File: src/rtl/rob_tag_allocator_pkg.sv
`default_nettype none
// ============================================================================
// Module      : rob_tag_allocator_pkg
// Description : Global ROB tag definitions shared by the tag allocator slice:
//               boolean constants, reserved "no tag" value, tag width, ROB
//               depth and the allocator state encoding.
// Revision    : 1.0 - initial release
// ============================================================================
package rob_tag_allocator_pkg;

    localparam logic TRUE  = 1'b1;
    localparam logic FALSE = 1'b0;

    localparam int ROB_TAG_WIDTH = 5;
    localparam int ROB_SIZE      = 16;

    // Tag 0 means "no tag"; the first live tag is the one right after it.
    localparam logic [ROB_TAG_WIDTH-1:0] ZERO_TAG_ROB  = '0;
    localparam logic [ROB_TAG_WIDTH-1:0] FIRST_TAG_ROB = ZERO_TAG_ROB + 1'b1;

    typedef enum logic [0:0] {
        ST_RUN   = 1'b0,
        ST_FLUSH = 1'b1
    } alloc_state_t;

endpackage
`default_nettype wire

File: src/rtl/rob_tag_allocator_if.sv
`default_nettype none
// ============================================================================
// Module      : rob_tag_allocator_if
// Description : Issue / commit / flush bundle between the decoder + ROB
//               (master) and the tag allocator (slave).
//   in_issue_req     decoder wants a destination tag
//   out_issue_grant  request accepted this cycle
//   out_issue_tag    tag granted (tail pointer)
//   in_commit_valid  ROB retires an entry
//   in_commit_tag    tag being retired
//   out_head_tag     oldest outstanding tag
//   out_count        outstanding tag count
//   out_full/empty   occupancy flags
//   in_misbranch     flush all outstanding tags
//   out_flushing     allocator is in its post-flush blocking window
//   out_order_err    sticky out-of-order / empty commit flag
// Revision    : 1.0 - initial release
// ============================================================================
interface rob_tag_allocator_if #(
    parameter int TAG_W = 5,
    parameter int CNT_W = 5
);
    logic             in_issue_req;
    logic             out_issue_grant;
    logic [TAG_W-1:0] out_issue_tag;
    logic             in_commit_valid;
    logic [TAG_W-1:0] in_commit_tag;
    logic [TAG_W-1:0] out_head_tag;
    logic [CNT_W-1:0] out_count;
    logic             out_full;
    logic             out_empty;
    logic             in_misbranch;
    logic             out_flushing;
    logic             out_order_err;

    modport master (
        output in_issue_req, in_commit_valid, in_commit_tag, in_misbranch,
        input  out_issue_grant, out_issue_tag, out_head_tag, out_count,
               out_full, out_empty, out_flushing, out_order_err
    );

    modport slave (
        input  in_issue_req, in_commit_valid, in_commit_tag, in_misbranch,
        output out_issue_grant, out_issue_tag, out_head_tag, out_count,
               out_full, out_empty, out_flushing, out_order_err
    );
endinterface
`default_nettype wire

File: src/rtl/rob_tag_allocator_tag_ptr_inc.sv
`default_nettype none
// ============================================================================
// Module      : tag_ptr_inc
// Description : Combinational wrapping tag increment: ROB_SIZE wraps to the
//               first live tag, every other tag advances by one. Tag 0 is
//               never produced.
//   i_tag  current pointer value
//   o_tag  next pointer value
// Revision    : 1.0 - initial release
// ============================================================================
module tag_ptr_inc
    import rob_tag_allocator_pkg::*;
#(
    parameter int TAG_W    = 5,
    parameter int ROB_SIZE = 16
) (
    input  wire logic [TAG_W-1:0] i_tag,
    output logic      [TAG_W-1:0] o_tag
);
    localparam logic [TAG_W-1:0] c_LAST_TAG  = TAG_W'(ROB_SIZE);
    localparam logic [TAG_W-1:0] c_FIRST_TAG = TAG_W'(FIRST_TAG_ROB);

    assign o_tag = (i_tag == c_LAST_TAG) ? c_FIRST_TAG : (i_tag + TAG_W'(1));
endmodule
`default_nettype wire

File: src/rtl/rob_tag_allocator.sv
`default_nettype none
// ============================================================================
// Module      : rob_tag_allocator
// Description : Hands out ROB tags 1..ROB_SIZE to the decoder, enforces
//               in-order retirement and flushes all tags on misbranch.
//   clk   clock
//   rst   synchronous active-high reset (wins over rdy)
//   rdy   global ready; low freezes all state
//   bus   rob_tag_allocator_if.slave issue/commit/flush bundle
// Revision    : 1.0 - initial release
// ============================================================================
module rob_tag_allocator
    import rob_tag_allocator_pkg::*;
#(
    parameter int ROB_SIZE     = rob_tag_allocator_pkg::ROB_SIZE,
    parameter int TAG_W        = rob_tag_allocator_pkg::ROB_TAG_WIDTH,
    parameter int CNT_W        = 5,
    parameter int FLUSH_CYCLES = 1
) (
    input  wire logic             clk,
    input  wire logic             rst,
    input  wire logic             rdy,
    rob_tag_allocator_if.slave    bus
);
    localparam int FC_W = (FLUSH_CYCLES > 1) ? $clog2(FLUSH_CYCLES) : 1;
    localparam logic [TAG_W-1:0] c_FIRST_TAG = TAG_W'(FIRST_TAG_ROB);
    localparam logic [CNT_W-1:0] c_FULL_CNT  = CNT_W'(ROB_SIZE);
    localparam logic [FC_W-1:0]  c_FLUSH_LD  = FC_W'(FLUSH_CYCLES - 1);

    logic [TAG_W-1:0] r_head;
    logic [TAG_W-1:0] r_tail;
    logic [CNT_W-1:0] r_count;
    alloc_state_t     r_state;
    logic [FC_W-1:0]  r_flush_cnt;
    logic             r_order_err;

    logic [TAG_W-1:0] w_head_nxt;
    logic [TAG_W-1:0] w_tail_nxt;
    logic             w_full;
    logic             w_empty;
    logic             w_grant;
    logic             w_commit_try;
    logic             w_commit_hit;
    logic             w_commit_bad;

    tag_ptr_inc #(.TAG_W(TAG_W), .ROB_SIZE(ROB_SIZE)) u_head_inc (
        .i_tag (r_head),
        .o_tag (w_head_nxt)
    );

    tag_ptr_inc #(.TAG_W(TAG_W), .ROB_SIZE(ROB_SIZE)) u_tail_inc (
        .i_tag (r_tail),
        .o_tag (w_tail_nxt)
    );

    // Occupancy comes from the count, never from pointer equality: head==tail
    // is ambiguous between empty and full.
    assign w_full  = (r_count == c_FULL_CNT);
    assign w_empty = (r_count == '0);

    // Full uses the registered count only; a same-cycle commit does not free
    // a slot for this cycle's request.
    assign w_grant = rdy & bus.in_issue_req & ~w_full & (r_state == ST_RUN)
                   & ~bus.in_misbranch;

    // A misbranch discards any same-cycle commit outright, so it is neither
    // retired nor flagged as an ordering error.
    assign w_commit_try = rdy & bus.in_commit_valid & ~bus.in_misbranch;
    assign w_commit_hit = w_commit_try & ~w_empty & (bus.in_commit_tag == r_head);
    assign w_commit_bad = w_commit_try & (w_empty | (bus.in_commit_tag != r_head));

    always_ff @(posedge clk) begin
        if (rst) begin
            r_head      <= c_FIRST_TAG;
            r_tail      <= c_FIRST_TAG;
            r_count     <= '0;
            r_state     <= ST_RUN;
            r_flush_cnt <= '0;
            r_order_err <= FALSE;
        end else if (rdy) begin
            if (bus.in_misbranch) begin
                r_head      <= c_FIRST_TAG;
                r_tail      <= c_FIRST_TAG;
                r_count     <= '0;
                r_state     <= ST_FLUSH;
                r_flush_cnt <= c_FLUSH_LD;
            end else begin
                if (w_grant) begin
                    r_tail <= w_tail_nxt;
                end
                if (w_commit_hit) begin
                    r_head <= w_head_nxt;
                end
                if (w_commit_bad) begin
                    r_order_err <= TRUE;
                end
                if (w_grant && !w_commit_hit) begin
                    r_count <= r_count + CNT_W'(1);
                end else if (!w_grant && w_commit_hit) begin
                    r_count <= r_count - CNT_W'(1);
                end
                if (r_state == ST_FLUSH) begin
                    if (r_flush_cnt == '0) begin
                        r_state <= ST_RUN;
                    end else begin
                        r_flush_cnt <= r_flush_cnt - FC_W'(1);
                    end
                end
            end
        end
    end

    assign bus.out_issue_grant = w_grant;
    assign bus.out_issue_tag   = r_tail;
    assign bus.out_head_tag    = r_head;
    assign bus.out_count       = r_count;
    assign bus.out_full        = w_full;
    assign bus.out_empty       = w_empty;
    assign bus.out_flushing    = (r_state == ST_FLUSH);
    assign bus.out_order_err   = r_order_err;
endmodule
`default_nettype wire

File: src/flat_wrapper.sv
// flat-port wrapper written by rule: the top's interface ports become plain ports
module rob_tag_allocator_flat import rob_tag_allocator_pkg::*;
#(
    parameter int ROB_SIZE     = rob_tag_allocator_pkg::ROB_SIZE,
    parameter int TAG_W        = rob_tag_allocator_pkg::ROB_TAG_WIDTH,
    parameter int CNT_W        = 5,
    parameter int FLUSH_CYCLES = 1
)
  (clk, rst, rdy, bus_in_issue_req, bus_in_commit_valid, bus_in_commit_tag, bus_in_misbranch, bus_out_issue_grant, bus_out_issue_tag, bus_out_head_tag, bus_out_count, bus_out_full, bus_out_empty, bus_out_flushing, bus_out_order_err);
  rob_tag_allocator_if #(.TAG_W(TAG_W), .CNT_W(CNT_W)) bus_i ();
  input  wire logic clk;
  input  wire logic rst;
  input  wire logic rdy;
  input wire logic [$bits(bus_i.in_issue_req)-1:0] bus_in_issue_req;
  input wire logic [$bits(bus_i.in_commit_valid)-1:0] bus_in_commit_valid;
  input wire logic [$bits(bus_i.in_commit_tag)-1:0] bus_in_commit_tag;
  input wire logic [$bits(bus_i.in_misbranch)-1:0] bus_in_misbranch;
  output wire logic [$bits(bus_i.out_issue_grant)-1:0] bus_out_issue_grant;
  output wire logic [$bits(bus_i.out_issue_tag)-1:0] bus_out_issue_tag;
  output wire logic [$bits(bus_i.out_head_tag)-1:0] bus_out_head_tag;
  output wire logic [$bits(bus_i.out_count)-1:0] bus_out_count;
  output wire logic [$bits(bus_i.out_full)-1:0] bus_out_full;
  output wire logic [$bits(bus_i.out_empty)-1:0] bus_out_empty;
  output wire logic [$bits(bus_i.out_flushing)-1:0] bus_out_flushing;
  output wire logic [$bits(bus_i.out_order_err)-1:0] bus_out_order_err;
  assign bus_i.in_issue_req = bus_in_issue_req;
  assign bus_i.in_commit_valid = bus_in_commit_valid;
  assign bus_i.in_commit_tag = bus_in_commit_tag;
  assign bus_i.in_misbranch = bus_in_misbranch;
  assign bus_out_issue_grant = bus_i.out_issue_grant;
  assign bus_out_issue_tag = bus_i.out_issue_tag;
  assign bus_out_head_tag = bus_i.out_head_tag;
  assign bus_out_count = bus_i.out_count;
  assign bus_out_full = bus_i.out_full;
  assign bus_out_empty = bus_i.out_empty;
  assign bus_out_flushing = bus_i.out_flushing;
  assign bus_out_order_err = bus_i.out_order_err;
  rob_tag_allocator #(.ROB_SIZE(ROB_SIZE), .TAG_W(TAG_W), .CNT_W(CNT_W), .FLUSH_CYCLES(FLUSH_CYCLES)) u_core (.clk(clk), .rst(rst), .rdy(rdy), .bus(bus_i));
endmodule
File: config.mk
export PLATFORM = sky130hd
export DESIGN_NAME = rob_tag_allocator_flat
export DESIGN_NICKNAME = d
export VERILOG_FILES = /design/src/rtl/rob_tag_allocator_pkg.sv /design/src/rtl/rob_tag_allocator_if.sv /design/src/rtl/rob_tag_allocator_tag_ptr_inc.sv /design/src/rtl/rob_tag_allocator.sv /design/src/flat_wrapper.sv
export SDC_FILE = /design/constraint.sdc
export NUM_CORES = 1
export LEC_CHECK = 0
export ABC_AREA = 1
export ABC_CLOCK_PERIOD_IN_PS = 2700
export CORE_ASPECT_RATIO = 1.1
export CORE_MARGIN = 1
export CORE_UTILIZATION = 35
export CTS_CLUSTER_DIAMETER = 50
export DETAILED_ROUTE_END_ITERATION = 8
export GPL_TIMING_DRIVEN = 1
export PLACE_DENSITY = 0.73
export SLEW_MARGIN = 25
export SYNTH_ARGS = -nofsm -noshare
export SYNTH_HDL_FRONTEND = slang
export SYNTH_SLANG_ARGS = --single-unit
File: constraint.sdc
create_clock -name clk -period 2.7 [get_ports clk]
set_input_delay 0.27 -clock clk [delete_from_list [all_inputs] [get_ports clk]]
set_output_delay 0.27 -clock clk [all_outputs]
set_load 0.02 [all_outputs]
==> results of run 1 <==
## registers in the layout (all words and copies together), names as in the netlist
name and cells:
u_core.bus.out_order_err 1, u_core.bus.out_count 5, u_core.bus.out_issue_tag 5, u_core.bus.out_head_tag 5, u_core.bus.out_flushing 1
## cells by family (layout without fill, tap and decap cells)
| group | after synthesis | in the layout | synth area share (%) |
|---|---|---|---|
| flops | 17 | 17 | 29.4 |
| buf+inv | 26 | 60 | 8.85 |
| compound gates | 21 | 21 | 10.8 |
| xor+xnor | 9 | 9 | 6.80 |
| fa+ha+maj | 9 | 9 | 10.4 |
| simple gates | 78 | 78 | 33.8 |
## worst max-delay path: cells and delay by family (launching register included)
family	cells	cell delay [ns]
simple gates	13	1.12
flops	1	0.46
fa+ha+maj	1	0.44
buf+inv	2	0.15
## metal layers
metal | share of wire (%) | track usage, %
met5 | 0 | 0
met2 | 48 | 24.4
met1 | 46 | 18.5
met4 | 2.3 | 8.23
met3 | 4.5 | 2.29
## cell usage after synthesis (all sizes together)
master / count
o31ai: 1
a41oi: 1
dfxtp: 17
xor2: 5
clkinv: 1
nand2: 34
o21ai: 6
buf: 2
nor2: 23
nand4: 2
nor3b: 1
clkbuf: 1
a21oi: 12
xnor2: 4
nand3: 15
fa: 1
nor3: 3
ha: 8
inv: 22
a211oi: 1
## area by class of cell
| cell class | instances | area share, % |
|---|---|---|
| clock inverters | 1 | 0.326 |
| clock buffers | 3 | 1.47 |
| repair buffers | 33 | 21.0 |
| well taps | 34 | 2.77 |
| multi-input cells | 117 | 46.6 |
| flip-flops and latches | 17 | 22.2 |
| inverters | 23 | 5.62 |
## report_power, final
group	internal, mW	switching, mW
Clock	0.0552	0.0854
Sequential	0.263	0.0151
Combinational	0.0874	0.105
Total	0.405	0.206
## path summary, 6_finish.rpt
path                            cells after the start  slack (ns)                                  start                                     to
worst max register to register                     16        0.41   u_core.bus.out_count[1]$_SDFFE_PP0P_   u_core.bus.out_count[4]$_SDFFE_PP0P_
worst max-delay path                               16        0.41   u_core.bus.out_count[1]$_SDFFE_PP0P_   u_core.bus.out_count[4]$_SDFFE_PP0P_
worst min register to register                      2        0.50  u_core.bus.out_order_err$_SDFFE_PP0P_  u_core.bus.out_order_err$_SDFFE_PP0P_
worst min-delay path                                2        0.50  u_core.bus.out_order_err$_SDFFE_PP0P_  u_core.bus.out_order_err$_SDFFE_PP0P_
## per-stage QoR
step           setup WS (ns)  cell area [sq um]  util (%)  instances
6_report               0.408               1540      49.5        228
5_1_grt                0.155               1540      49.5        228
4_1_cts                0.420               1540      49.5        228
3_5_place_dp           0.145               1510      48.6        224
3_3_place_gp           0.180               1510      48.6        224
2_1_floorplan          0.493               1160         -        160
==> metrics.yaml, run 1 <==
run_status:
  outcome: "complete, no violations"
global_routing:
  grt_max_degree: 11
  grt_antenna_before_repair: 0
  grt_pass1_wl_mm: 4.12
  grt_pass1_vias: 952
  track_usage_pct: 14.9
  globalRouteOverflowTotal: 0
drt:
  vias: 1110
  drt_first_iter_violations: 16
  wirelength_mm: 2.52
  vias_per_cell: 4.87
  wl_per_cell_um: 11.1
  ant_nets: 0
  first_pass_iters: 4
  route.detailed.drc: 0
logic_synthesis:
  postSynthCellCount: 160
  netlist_area_sq_mm: 0.00116
  synth.top_cell.area_share_pct: 29.4
  yosys_warnings: 0
  syn_nets: 180
  synth.avg_cell_area_sq_um: 7.24
  synth.area.top_cells: "dfxtp_1 29%, nand2_1 9.1%, ha_1 8.6%, nand3_1 5.6%, nor2_1 5.5%"
  synth_seq_area_share_pct: 29.4
  synth_top_cell_by_area: "dfxtp_1"
  yosys_register_bits: 17
  synth_cell_types: 30
sta:
  max_freq_ghz: 0.436
  hold_violations: 0
  hold_ws_ns: 0.504
  fin_crit_ns: 2.29
  slew_headroom_pct: 75.9
  setup_viol: 0
  worst_pin_slew_ns: 0.360
  skew_ns: 0.00309
  drv_slew: 0
  period_share_pct: 84.9
  fin_tns_setup_ns: 0
  rsz0062_at_grt: "false"
clock_tree:
  ctsResizeCount: 0
  cts_tree: "yes"
  h-tree-depth: 1
  ctsHoldBuffers: 0
  clock_path_buffers: 2
  cts_buffers: 3
  clockRootBuffer: "clkbuf_4"
  clk_pin_slew_ns: 0.10
  postCtsSetupBuffers: 0
  cts_sinks: 17
  clock_latency_ns: 0.30
placement:
  post-dp-hpwl_mm: 2.02
  port_buffers: 30
  place_congestion: 0.876
setup_path:
  end_kind: "flop"
  slowest_delay_ns: 0.46
  critPathRequiredTime_ns: 2.89
  crit_chain: "nor2_1, nand3_1, nand3_1, inv_2, nand2_2, fa_1, nand3_1, nand2_1, nand2_1, nand2_1, inv_1, nand2_1, nand3_1, nor2_1, nor2_1, nor2_1"
  cp_max_fo: 8
  crit_slowest_cell: "dfxtp_1"
  cp.arrival_ns: 2.48
  crit_type: "flop to flop"
  critPathLaunchType: "flop"
die:
  rows: 21
  io_pins: 31
  start_util_pct: 37.4
  dieArea_sq_mm: 0.00354
  core_area_sq_mm: 0.00310
  die_h_um: 62.3
  die_x_um: 56.9
cells_and_area:
  mostFrequentLayoutCell: "clkdlybuf4s50_1"
  seqCellArea_sq_um: 340
  multi_input_area_sq_um: 716
  syn_to_final_growth_pct: 32.5
  drive_gt1_share_pct: 14.9
  fill_cells: 318
  finish.net_count: 215
  diodes: 0
  final_cell_mix: "30 x clkdlybuf4s50_1, 28 x nand2_1, 17 x nor2_1, 17 x dfxtp_1, 16 x inv_1"
flow_run:
  drv_cap: 0
power_and_ir_drop:
  p_total_uw: 611
  ir_worst_vdd_v: 0.000193
  leakage_nw: 0.652
  p_per_area_mw_per_mm2: 398
hold_path:
  min_path_type: "flop to flop"
Note: power is estimated with default switching activity, not from simulation.
==> run 2: changes to the inputs <==
--- a/config.mk
+++ b/config.mk
@@ -6,14 +6,14 @@
 export NUM_CORES = 1
 export LEC_CHECK = 0
 export ABC_AREA = 1
-export ABC_CLOCK_PERIOD_IN_PS = 2700
+export ABC_CLOCK_PERIOD_IN_PS = 2000
 export CORE_ASPECT_RATIO = 1.1
 export CORE_MARGIN = 1
 export CORE_UTILIZATION = 35
 export CTS_CLUSTER_DIAMETER = 50
 export DETAILED_ROUTE_END_ITERATION = 8
 export GPL_TIMING_DRIVEN = 1
-export PLACE_DENSITY = 0.73
+export PLACE_DENSITY = 0.75
 export SLEW_MARGIN = 25
 export SYNTH_ARGS = -nofsm -noshare
 export SYNTH_HDL_FRONTEND = slang
==> constraint.sdc (replaced) <==
create_clock -name clk -period 2 [get_ports clk]
set_input_delay 0.2 -clock clk [delete_from_list [all_inputs] [get_ports clk]]
set_output_delay 0.2 -clock clk [all_outputs]
set_load 0.02 [all_outputs]
==> metrics.yaml, run 2 (synthesized netlist as in run 1, its figures left out) <==
clock_tree:
  ctsHoldBuffers: 0  # unchanged
  clk_pin_slew_ns: 0.11  # about the same
  cts_tree: "yes"
  clock_latency_ns: 0.31  # about the same
  clock_path_buffers: 2  # unchanged
  cts_buffers: 3  # unchanged
  h-tree-depth: 1  # unchanged
  cts_sinks: 17  # unchanged
  clockRootBuffer: "clkbuf_4"
cells_and_area:
  syn_to_final_growth_pct: 64.3
  fin_cells: 254  # +11%
  stdcell_area_sq_mm: 0.00190  # +24%
  finish.net_count: 241  # +12%
  diodes: 0  # unchanged
  drive_gt1_share_pct: 38.6  # +24 points
  mostFrequentLayoutCell: "buf_4"
  final_cell_mix: "28 x buf_4, 25 x nand2_1, 25 x clkdlybuf4s50_1"
die:
  die_x_um: 56.9  # unchanged
  io_pins: 31  # unchanged
  core_area_sq_mm: 0.00310  # unchanged
  die_h_um: 62.3  # unchanged
  dieArea_sq_mm: 0.00354  # unchanged
  start_util_pct: 37.4  # unchanged
  rows: 21  # unchanged
setup_path:
  end_kind: "flop"
  slowest_delay_ns: 0.38  # -0.08 ns
  r2r_cells: 13  # -3
  crit_start: "u_core.bus.out_count[3]$_SDFFE_PP0P_"
  critPathRequiredTime_ns: 2.25  # -0.64 ns
  cpLargestDelayFamily: "simple AND/OR/NAND/NOR gates"
  crit_end: "u_core.bus.out_count[2]$_SDFFE_PP0P_"
  cp_common_cell: "buf_4"
  crit_type: "flop to flop"
  cp.arrival_ns: 2.24  # -0.24 ns
  cp_max_fo: 5  # -3
  r2r_slack_ns: 0.008  # -0.40 ns
  r2r-start: "u_core.bus.out_count[3]$_SDFFE_PP0P_"
  worst-path-buf-inv: 3  # +1
  cp.depth: 13  # -3
  r2r_end: "u_core.bus.out_count[2]$_SDFFE_PP0P_"
  crit_slowest_cell: "fa_2"
  crit_chain: "nor2_4, nand3_2, nand2_2, inv_2, nand3_4, nand2_8, fa_2, buf_4, buf_4, xnor2_1, nor2_1, nand2_1, a21oi_1"
  critPathLaunchType: "flop"
flow_run:
  drv_cap: 0  # unchanged
sta:
  setup_viol: 0  # unchanged
  max_freq_ghz: 0.502  # +15%
  hold_violations: 0  # unchanged
  period_share_pct: 99.6  # +15 points
  skew_ns: 0.00525  # +0.00217 ns
  rsz0062_at_grt: "true"
  worst_pin_slew_ns: 0.300  # -0.0602 ns
  slew_headroom_pct: 79.7  # +3.8 points
  hold_ws_ns: 0.458  # -0.0462 ns
  fin_crit_ns: 1.99  # -0.300 ns
  drv_slew: 0  # unchanged
hold_path:
  min_path_type: "input port to flop"
power_and_ir_drop:
  leakage_nw: 0.855  # +31%
  ir_worst_vdd_v: 0.000362  # +87%
  p_per_area_mw_per_mm2: 493  # +24%
drt:
  route.detailed.drc: 2  # +2
  ant_nets: 0  # unchanged
  drt_first_iter_violations: 22  # +6
  vias_per_cell: 4.85  # -0.29%
  first_pass_iters: 6  # +2
  vias: 1233  # +11%
  wirelength_mm: 3.09  # +23%
  wl_per_cell_um: 12.2  # +10%
global_routing:
  grt_pass1_wl_mm: 4.73  # +15%
  use_met1_pct: 21.7  # +3.2 points
  grt_max_degree: 11  # unchanged
  top_usage_layer: "met2"
  track_usage_pct: 16.8  # +1.9 points
  grt_antenna_before_repair: 0  # unchanged
  grt_pass1_vias: 1083  # +14%
  met3_usage_pct: 3.33  # +1.0 points
  globalRouteOverflowTotal: 0  # unchanged
  use_met2_pct: 27.7  # +3.3 points
run_status:
  violations: "design-rule violations"
  outcome: "finished with violations"
placement:
  place_area_sq_mm: 0.00171  # +13%
  place_congestion: 0.875  # -0.10%
  port_buffers: 30  # unchanged
  dp_cells: 246  # +9.8%
  post-dp-hpwl_mm: 2.18  # +8.3%
run 2: worst min path at each step:
stage | from | endpoint | cells past startpoint
after floorplan | rdy | u_core.bus.out_flushing$_SDFFE_PP0P_ | 2
after global placement | u_core.bus.out_order_err$_SDFFE_PP0P_ | u_core.bus.out_order_err$_SDFFE_PP0P_ | 2
after detailed placement | u_core.bus.out_order_err$_SDFFE_PP0P_ | u_core.bus.out_order_err$_SDFFE_PP0P_ | 2
after CTS | rdy | u_core.bus.out_flushing$_SDFFE_PP0P_ | 3
after global routing | rdy | u_core.bus.out_flushing$_SDFFE_PP0P_ | 3
final | rdy | u_core.bus.out_flushing$_SDFFE_PP0P_ | 3
run 2: worst min-delay path: cells and delay by family:
| kind | cells | cell delay (ns) |
|---|---|---|
| compound gates | 1 | 0.07 |
| buf+inv | 2 | 0.47 |
run 2: layout make-up:
| cell class | instances | area (sq um) |
|---|---|---|
| Timing Repair Buffer | 59 | 527 |
| Tap cell | 34 | 42.5 |
| Multi-Input combinational cell | 117 | 853 |
| Sequential cell | 17 | 367 |
| Fill cell | 251 | 1200 |
| Inverter | 23 | 86.3 |
| Clock inverter | 1 | 5.00 |
| Clock buffer | 3 | 22.5 |
run 2: timing repair:
| item | in CTS | in global routing |
|---|---|---|
| hold endpoints to repair | 0 | 0 |
| pin swaps | 0 | 15 |
| setup buffers | 0 | 4 |
| gates resized for setup | 6 | 23 |
| setup endpoints to repair | 4 | 4 |
run 2: metrics by stage:
step / util, % / worst slack [ns] / total power, mW / TNS, ns
after floorplan: - / 0.00399 / 0.548 / 0
after global placement: 55.0 / -0.286 / 0.684 / -0.809
after detailed placement: 55.0 / -0.337 / 0.687 / -0.964
after CTS: 56.3 / 0.0138 / 0.888 / 0
after global routing: 61.4 / -0.138 / 0.981 / -0.244
final: 61.4 / 0.00785 / 0.938 / 0
run 2: where the power goes:
group / switching [mW] / total (mW) / internal, mW
Combinational: 0.183 / 0.366 / 0.183
Clock: 0.129 / 0.204 / 0.0748
Sequential: 0.0155 / 0.368 / 0.353
run 2: routing by layer:
layer / part of all wire, % / routed length (um)
met5: 0 / 0
met2: 48 / 1480
met3: 3.7 / 113
met1: 46 / 1430
met4: 2.0 / 62
